===== config.mk =====
export PLATFORM = sky130hd
export DESIGN_NAME = xyolo_write
export DESIGN_NICKNAME = d
export VERILOG_FILES = /design/src/rtl/xyolo_write_pkg.sv /design/src/rtl/xyolo_write_fifo.sv /design/src/rtl/xyolo_write.sv
export SDC_FILE = /design/constraint.sdc
export NUM_CORES = 2
export LEC_CHECK = 0
export CORE_MARGIN = 4
export CORE_UTILIZATION = 59
export CTS_CLUSTER_DIAMETER = 150
export CTS_CLUSTER_SIZE = 16
export DETAILED_ROUTE_END_ITERATION = 8
export PLACE_DENSITY = 0.8
export SLEW_MARGIN = 10
export SYNTH_ARGS = -nofsm -noshare
export SYNTH_HDL_FRONTEND = slang
export SYNTH_SLANG_ARGS = --single-unit

===== constraint.sdc =====
create_clock -name clk -period 12.7 [get_ports clk]
set_clock_uncertainty 0.05 [all_clocks]
set_input_delay 2.54 -clock clk [delete_from_list [all_inputs] [get_ports clk]]
set_output_delay 2.54 -clock clk [all_outputs]
set_load 0.005 [all_outputs]

===== src/rtl/xyolo_write_pkg.sv =====
// xyolo_write_pkg
//   Shared constants and types for the xyolo_write output unit.
//   - Address/length widths of the surrounding Versat/DMA system.
//   - Configuration register map (CONF_*), decoded on valid & wstrb.
//   - Writer FSM state encoding.
//   - idx_width(): width of a counter that indexes K words (at least 1 bit).
package xyolo_write_pkg;

    localparam int IO_ADDR_W          = 32;
    localparam int MEM_ADDR_W         = 16;
    localparam int AXI_LEN_W          = 8;
    localparam int XYOLO_WRITE_ADDR_W = 2;

    localparam logic [XYOLO_WRITE_ADDR_W-1:0] CONF_EXT_ADDR = 2'd0;
    localparam logic [XYOLO_WRITE_ADDR_W-1:0] CONF_NLINES   = 2'd1;
    localparam logic [XYOLO_WRITE_ADDR_W-1:0] CONF_LEN      = 2'd2;

    typedef enum logic {
        IDLE = 1'b0,
        BUSY = 1'b1
    } state_t;

    function automatic int idx_width(input int k);
        return (k > 1) ? $clog2(k) : 1;
    endfunction

endpackage


===== src/rtl/xyolo_write_fifo.sv =====
// xyolo_write_fifo
//   Synchronous first-word-fall-through FIFO holding packed databus lines.
//   Ports:
//     clk, rst         clock, synchronous active-high reset (empties FIFO)
//     push, push_data  write side; a push while full is dropped
//     pop              read side; a pop while empty is ignored
//     pop_data         current head, valid whenever empty is low
//     full, empty      occupancy flags
//   Push and pop in the same cycle leave the occupancy unchanged.
module xyolo_write_fifo #(
    parameter int DATA_W = 256,
    parameter int ADDR_W = 2
) (
    input  logic              clk,
    input  logic              rst,
    input  logic              push,
    input  logic [DATA_W-1:0] push_data,
    input  logic              pop,
    output logic [DATA_W-1:0] pop_data,
    output logic              full,
    output logic              empty
);

    localparam int DEPTH = 1 << ADDR_W;

    logic [DATA_W-1:0] mem [DEPTH];
    // One extra pointer bit distinguishes full from empty when the
    // low bits are equal.
    logic [ADDR_W:0]   wr_ptr;
    logic [ADDR_W:0]   rd_ptr;
    logic              do_push;
    logic              do_pop;

    assign empty    = (wr_ptr == rd_ptr);
    assign full     = (wr_ptr[ADDR_W] != rd_ptr[ADDR_W]) &&
                      (wr_ptr[ADDR_W-1:0] == rd_ptr[ADDR_W-1:0]);
    assign do_push  = push && !full;
    assign do_pop   = pop && !empty;
    assign pop_data = mem[rd_ptr[ADDR_W-1:0]];

    always_ff @(posedge clk) begin
        if (rst) begin
            wr_ptr <= '0;
            rd_ptr <= '0;
        end else begin
            if (do_push) wr_ptr <= wr_ptr + (ADDR_W+1)'(1);
            if (do_pop)  rd_ptr <= rd_ptr + (ADDR_W+1)'(1);
        end
    end

    // Storage carries no reset; the head is only consumed when !empty.
    always_ff @(posedge clk) begin
        if (do_push) mem[wr_ptr[ADDR_W-1:0]] <= push_data;
    end

endmodule


===== src/rtl/xyolo_write.sv =====
// xyolo_write
//   Output-side stream-to-databus writer. Packs DATABUS_W/DATAPATH_W stream
//   words into each databus line (first word in the MSB slice), buffers lines
//   in a small FWFT FIFO and writes them to consecutive external addresses.
//   Ports:
//     clk, rst        clock, synchronous active-high reset
//     clear           zeroes the configuration registers only
//     run, done       start pulse / idle-or-complete flag
//     valid, addr, wdata, wstrb   CPU config writes (taken on valid & wstrb)
//     flow_in_*       input stream (valid/ready)
//     databus_*       native databus write request (valid/ready)
//     dma_len         burst length for the DMA (latched len)
//
//   Handshakes: a transfer happens on a rising edge where valid and ready
//   are both high. A source holding valid without ready keeps its payload
//   stable; ready never depends combinationally on the sink's own valid.
module xyolo_write
    import xyolo_write_pkg::*;
#(
    parameter int DATAPATH_W  = 32,
    parameter int DATABUS_W   = 256,
    parameter int FIFO_ADDR_W = 2
) (
    input  logic                          clk,
    input  logic                          rst,
    input  logic                          clear,
    input  logic                          run,
    output logic                          done,
    input  logic                          valid,
    input  logic [XYOLO_WRITE_ADDR_W-1:0] addr,
    input  logic [IO_ADDR_W-1:0]          wdata,
    input  logic                          wstrb,
    input  logic                          flow_in_valid,
    input  logic [DATAPATH_W-1:0]         flow_in_data,
    output logic                          flow_in_ready,
    output logic                          databus_valid,
    input  logic                          databus_ready,
    output logic [IO_ADDR_W-1:0]          databus_addr,
    output logic [DATABUS_W-1:0]          databus_wdata,
    output logic [DATABUS_W/8-1:0]        databus_wstrb,
    output logic [AXI_LEN_W-1:0]          dma_len
);

    localparam int K          = DATABUS_W / DATAPATH_W;
    localparam int IDX_W      = idx_width(K);
    localparam int WCNT_W     = MEM_ADDR_W + IDX_W + 1;
    localparam int LINE_BYTES = DATABUS_W / 8;

    // Configuration registers
    logic [IO_ADDR_W-1:0]  ext_addr;
    logic [MEM_ADDR_W-1:0] nlines;
    logic [AXI_LEN_W-1:0]  len;

    // Values frozen at run so CPU writes during a transfer have no effect
    logic [IO_ADDR_W-1:0]  ext_addr_shadow;
    logic [MEM_ADDR_W-1:0] nlines_shadow;
    logic [AXI_LEN_W-1:0]  len_shadow;

    state_t                state_q;
    state_t                state_d;

    logic [WCNT_W-1:0]     words_in;
    logic [WCNT_W-1:0]     words_total;
    logic [MEM_ADDR_W-1:0] lines_out;
    logic [MEM_ADDR_W-1:0] lines_out_next;
    logic [IDX_W-1:0]      pack_idx;
    logic [DATABUS_W-1:0]  line_buf;
    logic [DATABUS_W-1:0]  pack_line;

    logic                  busy;
    logic                  start;
    logic                  accept;
    logic                  last_word;
    logic                  push;
    logic                  pop;
    logic                  last_line;
    logic                  fifo_full;
    logic                  fifo_empty;
    logic [DATABUS_W-1:0]  fifo_head;

    // ------------------------------------------------------------------
    // Configuration registers
    // ------------------------------------------------------------------
    always_ff @(posedge clk) begin
        if (rst || clear) begin
            ext_addr <= '0;
            nlines   <= '0;
            len      <= '0;
        end else if (valid && wstrb) begin
            case (addr)
                CONF_EXT_ADDR: ext_addr <= wdata;
                CONF_NLINES:   nlines   <= wdata[MEM_ADDR_W-1:0];
                CONF_LEN:      len      <= wdata[AXI_LEN_W-1:0];
                default: ;
            endcase
        end
    end

    // ------------------------------------------------------------------
    // Control decode
    // ------------------------------------------------------------------
    assign busy        = (state_q == BUSY);
    assign start       = (state_q == IDLE) && run && (nlines != '0);
    assign words_total = WCNT_W'(nlines_shadow) * WCNT_W'(K);

    // A full FIFO stalls every word, not just line-completing ones, so a
    // partially packed line never has to be held against a pending push.
    assign flow_in_ready = busy && !fifo_full && (words_in < words_total);
    assign accept        = flow_in_valid && flow_in_ready;
    assign last_word     = (pack_idx == IDX_W'(K - 1));
    assign push          = accept && last_word;

    assign databus_valid  = busy && !fifo_empty;
    assign pop            = databus_valid && databus_ready;
    assign lines_out_next = lines_out + MEM_ADDR_W'(1);
    assign last_line      = pop && (lines_out_next == nlines_shadow);

    // ------------------------------------------------------------------
    // Packer: insert the incoming word into its slice; word 0 lands in the
    // most significant slice. The completed line goes straight to the FIFO.
    // ------------------------------------------------------------------
    always_comb begin
        pack_line = line_buf;
        for (int j = 0; j < K; j++) begin
            if (pack_idx == IDX_W'(j)) begin
                pack_line[DATABUS_W-1-j*DATAPATH_W -: DATAPATH_W] = flow_in_data;
            end
        end
    end

    always_ff @(posedge clk) begin
        if (rst) begin
            line_buf <= '0;
        end else if (accept) begin
            line_buf <= pack_line;
        end
    end

    // ------------------------------------------------------------------
    // Shadows and counters
    // ------------------------------------------------------------------
    always_ff @(posedge clk) begin
        if (rst) begin
            ext_addr_shadow <= '0;
            nlines_shadow   <= '0;
            len_shadow      <= '0;
            words_in        <= '0;
            lines_out       <= '0;
            pack_idx        <= '0;
        end else if (start) begin
            ext_addr_shadow <= ext_addr;
            nlines_shadow   <= nlines;
            len_shadow      <= len;
            words_in        <= '0;
            lines_out       <= '0;
            pack_idx        <= '0;
        end else begin
            if (accept) begin
                words_in <= words_in + WCNT_W'(1);
                pack_idx <= last_word ? '0 : pack_idx + IDX_W'(1);
            end
            if (pop) begin
                lines_out <= lines_out_next;
            end
        end
    end

    // ------------------------------------------------------------------
    // Writer FSM
    // ------------------------------------------------------------------
    always_ff @(posedge clk) begin
        if (rst) begin
            state_q <= IDLE;
        end else begin
            state_q <= state_d;
        end
    end

    always_comb begin
        state_d = state_q;
        case (state_q)
            IDLE: if (start) state_d = BUSY;
            BUSY: if (last_line) state_d = IDLE;
            default: state_d = IDLE;
        endcase
    end

    assign done = (state_q == IDLE);

    // ------------------------------------------------------------------
    // Line FIFO
    // ------------------------------------------------------------------
    xyolo_write_fifo #(
        .DATA_W (DATABUS_W),
        .ADDR_W (FIFO_ADDR_W)
    ) u_fifo (
        .clk       (clk),
        .rst       (rst),
        .push      (push),
        .push_data (pack_line),
        .pop       (pop),
        .pop_data  (fifo_head),
        .full      (fifo_full),
        .empty     (fifo_empty)
    );

    // ------------------------------------------------------------------
    // Databus outputs. The address wraps modulo 2^IO_ADDR_W. Data is forced
    // to zero when no request is pending so the uninitialised FIFO storage
    // never shows on the bus.
    // ------------------------------------------------------------------
    assign databus_addr  = ext_addr_shadow +
                           IO_ADDR_W'(lines_out) * IO_ADDR_W'(LINE_BYTES);
    assign databus_wdata = databus_valid ? fifo_head : '0;
    assign databus_wstrb = '1;
    assign dma_len       = len_shadow;

endmodule


# Yosys cells after proc, flatten, opt, wreduce, memory -nomap -nowiden

Memories as Yosys holds them, arrays and structs flattened. A register that Yosys moved wholly into a read port is not among the register bits.
Index checks and enable logic that the tools add are counted.

Mux-type cells: 17
Add/subtract/negate cells: 6
Equal/unequal tests: 13
Magnitude comparators: 1
Bitwise gates (word level): 1
Reduce and logical (&&, ||, !) cells: 23

Operators by type and width:

| cell                                                             | count |
|---|---|
| 256-bit 2-to-1 mux                                               | 1 |
| 32-bit 2-to-1 mux                                                | 8 |
| 32-bit by 21-bit adder with 32-bit output                        | 1 |
| 20-bit by 1-bit adder with 20-bit output (second input constant) | 1 |
| 20-bit by 19-bit less-than comparator with 1-bit output          | 1 |
| 16-bit by 1-bit adder with 16-bit output (second input constant) | 1 |
| 16-bit == test                                                   | 1 |
| 16-bit nonzero test                                              | 1 |
| 1-bit logical AND                                                | 13 |
| 3-bit == test (second input constant)                            | 4 |
| 3-bit by 1-bit adder with 3-bit output (second input constant)   | 3 |
| 3-bit by 2-bit == test with 1-bit output (second input constant) | 2 |
| 2-bit AND reduction                                              | 3 |
| 1-bit 2-to-1 mux                                                 | 4 |
| 2-bit 2-to-1 mux                                                 | 2 |
| 3-bit by 1-bit == test with 1-bit output (second input constant) | 1 |
| 3-bit == test                                                    | 1 |
| 3-bit zero test                                                  | 1 |
| 3-bit 2-to-1 mux                                                 | 1 |
| 2-bit by 1-bit == test with 1-bit output (second input constant) | 1 |
| 2-bit == test                                                    | 1 |
| 2-bit == test (second input constant)                            | 1 |
| 1-bit zero test                                                  | 2 |
| 2-bit zero test                                                  | 1 |
| other kinds (5)                                                  | 5 |

RAM bits: 1,024
Bits of input ports: 74
Memories kept: 1
Flip-flop bits (word level): 414
Output and inout bits: 331

Memory list:

| name       | depth | width | rd ports | clocked after Yosys merged registers in | wr ports | line                   | RTL |
|---|---|---|---|---|---|---|---|
| u_fifo.mem | 4     | 256   | 1        | 1                                       | 1        | xyolo_write_fifo.sv:26 | `logic [DATA_W-1:0] mem [DEPTH];` |

# Logic depth before layout (Yosys ltp)

Depth in word-level cells: 10
Gate-level depth with buffers: 12

# By module

From an unflattened synthesis, not the netlist that was laid out.

Cells, all modules: 4,112
Area total of the unflattened synthesis: 59,189.3 µm²

Modules (own cells, without submodules):

| module           | seq. area each (µm²) | cells an instance | area each (µm²) | times used |
|---|---|---|---|---|
| xyolo_write_fifo | 30,909.6             | 1,405             | 37,536.0        | 1 |
| xyolo_write      | 8,167.8              | 2,707             | 21,653.3        | 1 |

# Least setup slack after synthesis

No wires, ideal clock.

Path kind: in2reg
Start point: in flow_in_valid
End point: reg u_fifo.wr_ptr[2]
Setup time: 0.089 ns
Arrival time: 9.560 ns
Stages: 4
Buffers on the path: 1
Required time: 12.561 ns
Setup slack: 3.001 ns
Path through: and3_1 buf_2 and3_1 mux2_2

Cells in the longest elaborated chain, start to end: 3

RTL lines:

| what                 | line                   | RTL |
|---|---|---|
| from (decl)          | xyolo_write.sv:33      | `input logic flow_in_valid,` |
| 1-bit logical AND    | xyolo_write.sv:109     | `assign accept = flow_in_valid && flow_in_ready;` |
| 1-bit logical AND    | xyolo_write.sv:111     | `assign push = accept && last_word;` |
| 1-bit logical AND    | xyolo_write_fifo.sv:37 | `assign do_push = push && !full;` |
| to (signal assigned) | xyolo_write_fifo.sv:46 | `if (do_push) wr_ptr <= wr_ptr + (ADDR_W+1)'(1);` |
| to (decl)            | xyolo_write_fifo.sv:29 | `logic [ADDR_W:0] wr_ptr;` |

Every way passes these cells.
A chain may end at the register's enable or synchronous reset.

==> results_dict.tcl <==
set metrics [dict create \
    slew_viol_final 0 \
    ys_seq_elements 1440 \
    dp.cells 5526 \
    drt_first_pass_iters 5 \
    worstPathRequired_ns 10.11 \
    cts_buffers 99 \
    clock.fmax_mhz 137.1 \
    die_height_um 322.8 \
    seq_area_frac_synth_pct 66.84 \
    drv_cap 0 \
    crit_path_end "databus_wdata[128]" \
    path_buf_inv 3 \
    finalPower_uw 8166 \
    path_cells "buf_4, buf_4, mux4_2, and2_1, clkdlybuf4s50_1" \
    p_leak_uw 0.02217 \
    grt_pass1_wl_mm 213.9 \
    finish.utilization_pct 67.11 \
    path_clk_slew_ns 0.07 \
    rsz0062_at_grt "no" \
    initialDrtViolationCount 3957 \
    worstReg2RegEnd "u_fifo.mem[0][149]" \
    critPathKind "reg -> out" \
    die_area_um2 104200 \
    tns_ns 0 \
    netlist_top_cells_area "edfxtp_1 (53%), dfxtp_1 (14%), mux4_2 (9.9%)" \
    tightestPinTransition_ns 1.290 \
    cp_max_fo 68 \
    finalWirelength_mm 144.0 \
    cp_slowest_stage_delay_ns 1.00 \
    synth_cell_type_count 65 \
    avgSynthCellArea_um2 14.34 \
    cts_resized 0 \
    ir_worst_vdd_mv 0.1081 \
    post_cts_buffers 0 \
    p_per_area_nw_per_um2 123.6 \
    synth_top_cell_by_area "edfxtp_1" \
    crit_top_cell "buf_4" \
    synthCells 4077 \
    grt-ovfl-total 0 \
    grtUsageTotal_pct 27.46 \
    hold_path.class "reg -> reg" \
    ff2ff_setup_slack_ns 7.45 \
    whs_ns 0.4022 \
    grt_max_degree 130 \
    ctsHoldBuffers 0 \
    netlist.area_leader.share_pct 52.60 \
    crit_arrival_ns 4.70 \
    antenna_left 0 \
    synthArstFlopShare_pct 0 \
    cp-start-kind "flop" \
    root_buffer "clkbuf_16" \
    rows 115 \
    tritoncts "yes" \
    cp.depth 5 \
    endpoint_kind "output port" \
    hpwlAfterDp_mm 83.07 \
    layout.nets 4459 \
    dieWidth_um 322.8 \
    ctsHtreeMaxLevel 3 \
    via_per_inst 6.083 \
    insertion_delay_ns 0.69 \
    synth_edf_count 1024 \
    synthToLayoutAreaGrowth_pct 12.98 \
    fp.coreArea_um2 98420 \
    yosys-top-cells-count "edfxtp_1 (1024), nand2_1 (790), dfxtp_1 (416)" \
    port_buffers 372 \
    slew-limit-headroom_pct 13.73 \
    outcome "complete, no violations" \
    first_global_vias 34228 \
    critPathSlowestCell "dfxtp_4" \
    syn-cell-area_um2 58460 \
    cts_buffer_depth 3 \
    min_period_over_period_pct 57.43 \
    reg2regPathDepth 9 \
    final_hold_viol_count 0 \
    fin_cells 5728 \
    drc 0 \
    antenna_found_initial 12 \
    min_period_ns 7.294 \
    ys.flop_type "edfxtp_1" \
    vias 34845 \
    wl_per_cell_um 25.15 \
    cpLargestDelayFamily "buffers and inverters" \
    drive_gt1_share_pct 15.86 \
    synth.most_common_cell "edfxtp_1" \
    setup_viol 0 \
    yosys_warnings 0 \
    cts.sinks 1440 \
    r2r-start "nlines_shadow[12]" \
    io_pins 405 \
    initial_utilization_pct 59.40 \
    gp_congestion 0.8394 \
]
## tightest hold or removal path: stages (launching register included)
cell and delay, ns:
dfxtp_1 0.31, nand2_1 0.05, a21oi_1 0.05
## sequential cells by signal (all words and copies together) (netlist names), 3 cells and up, named ones only
signal           count
dma_len              8
ext_addr            32
ext_addr_shadow     32
len                  8
line_buf           256
lines_out           16
nlines              16
nlines_shadow       16
pack_idx             3
u_fifo.mem        1024
u_fifo.rd_ptr        3
u_fifo.wr_ptr        3
words_in            20
## power by group
part           leakage [uW]  switching (uW)  internal, uW
Combinational       0.00708             106          33.9
Clock               0.00139            1540          1520
Sequential           0.0137            1.41          4970
Total                0.0222            1650          6520
## how the worst min path moves through the flow
stage | from | endpoint | slack, ns | cells after the start
after floorplan | ext_addr[0] | ext_addr_shadow[0] | 0.38 | 2
after global placement | ext_addr[22] | ext_addr_shadow[22] | 0.39 | 2
after detailed placement | line_buf[72] | line_buf[72] | 0.39 | 2
after CTS | len[5] | dma_len[5] | 0.40 | 2
after global routing | ext_addr[29] | ext_addr_shadow[29] | 0.42 | 2
final | line_buf[33] | line_buf[33] | 0.40 | 2
## per-layer routing
metal  share of wire, %  GRT usage (%)  vias to the layer above
met5             0.0090              0                        -
met4                4.3          11.43                        2
met3                9.7          5.459                      245
met2                 49          45.53                     1691
met1                 37          35.96                    17543
li1                   -              -                    15364
## area by class of cell
cell class	count	area, um^2
multi-input combinational	2347	18100
antenna	21	52.55
clock inverter	4	96.34
sequential	1440	39090
inverter	32	120.1
fill	6576	32370
tap	1287	1610
timing repair buffer	420	4151
clock buffer	177	2834
## kinds of logic (layout without fill, tap and decap cells)
| kind of cell | after synthesis | in the layout | share of synthesized area, % |
|---|---|---|---|
| DFF | 1440 | 1440 | 66.84 |
| and+or+nand+nor | 1223 | 1223 | 9.588 |
| muxes | 514 | 514 | 14.83 |
| AOI/OAI and AO/OA | 461 | 461 | 4.148 |
| buffers and inverters | 321 | 633 | 2.530 |
| xor gates and xnor gates | 72 | 72 | 1.079 |
| adders and majority gates | 45 | 45 | 0.9759 |
| other | 1 | 53 | 0.006415 |
## cells in the final DEF, fill, tap and decap left out, drive strengths merged, types with 11 or more instances in the layout
cell type,netlist,layout
edfxtp,1024,1024
xor2,34,34
nand2,790,790
clkbuf,150,177
nand4,16,16
and3,16,16
ha,44,44
inv,32,33
and2,261,261
o21ai,20,20
a21oi,400,400
xnor2,38,38
mux4,256,256
nor2,54,54
nand3,19,19
or3,11,11
buf,139,49
diode,0,21
nor3,14,14
dfxtp,416,416
mux2,257,257
conb,1,32
clkdlybuf4s50,0,371
## per-stage QoR
stage / area, um^2 / setup slack (ns)
6_report: 66050 / 5.406
5_1_grt: 66000 / 5.253
4_1_cts: 66000 / 5.394
3_5_place_dp: 63070 / 6.133
3_3_place_gp: 63070 / 6.107
2_1_floorplan: 58580 / 3.001
Power figures use the tool's default switching activity.
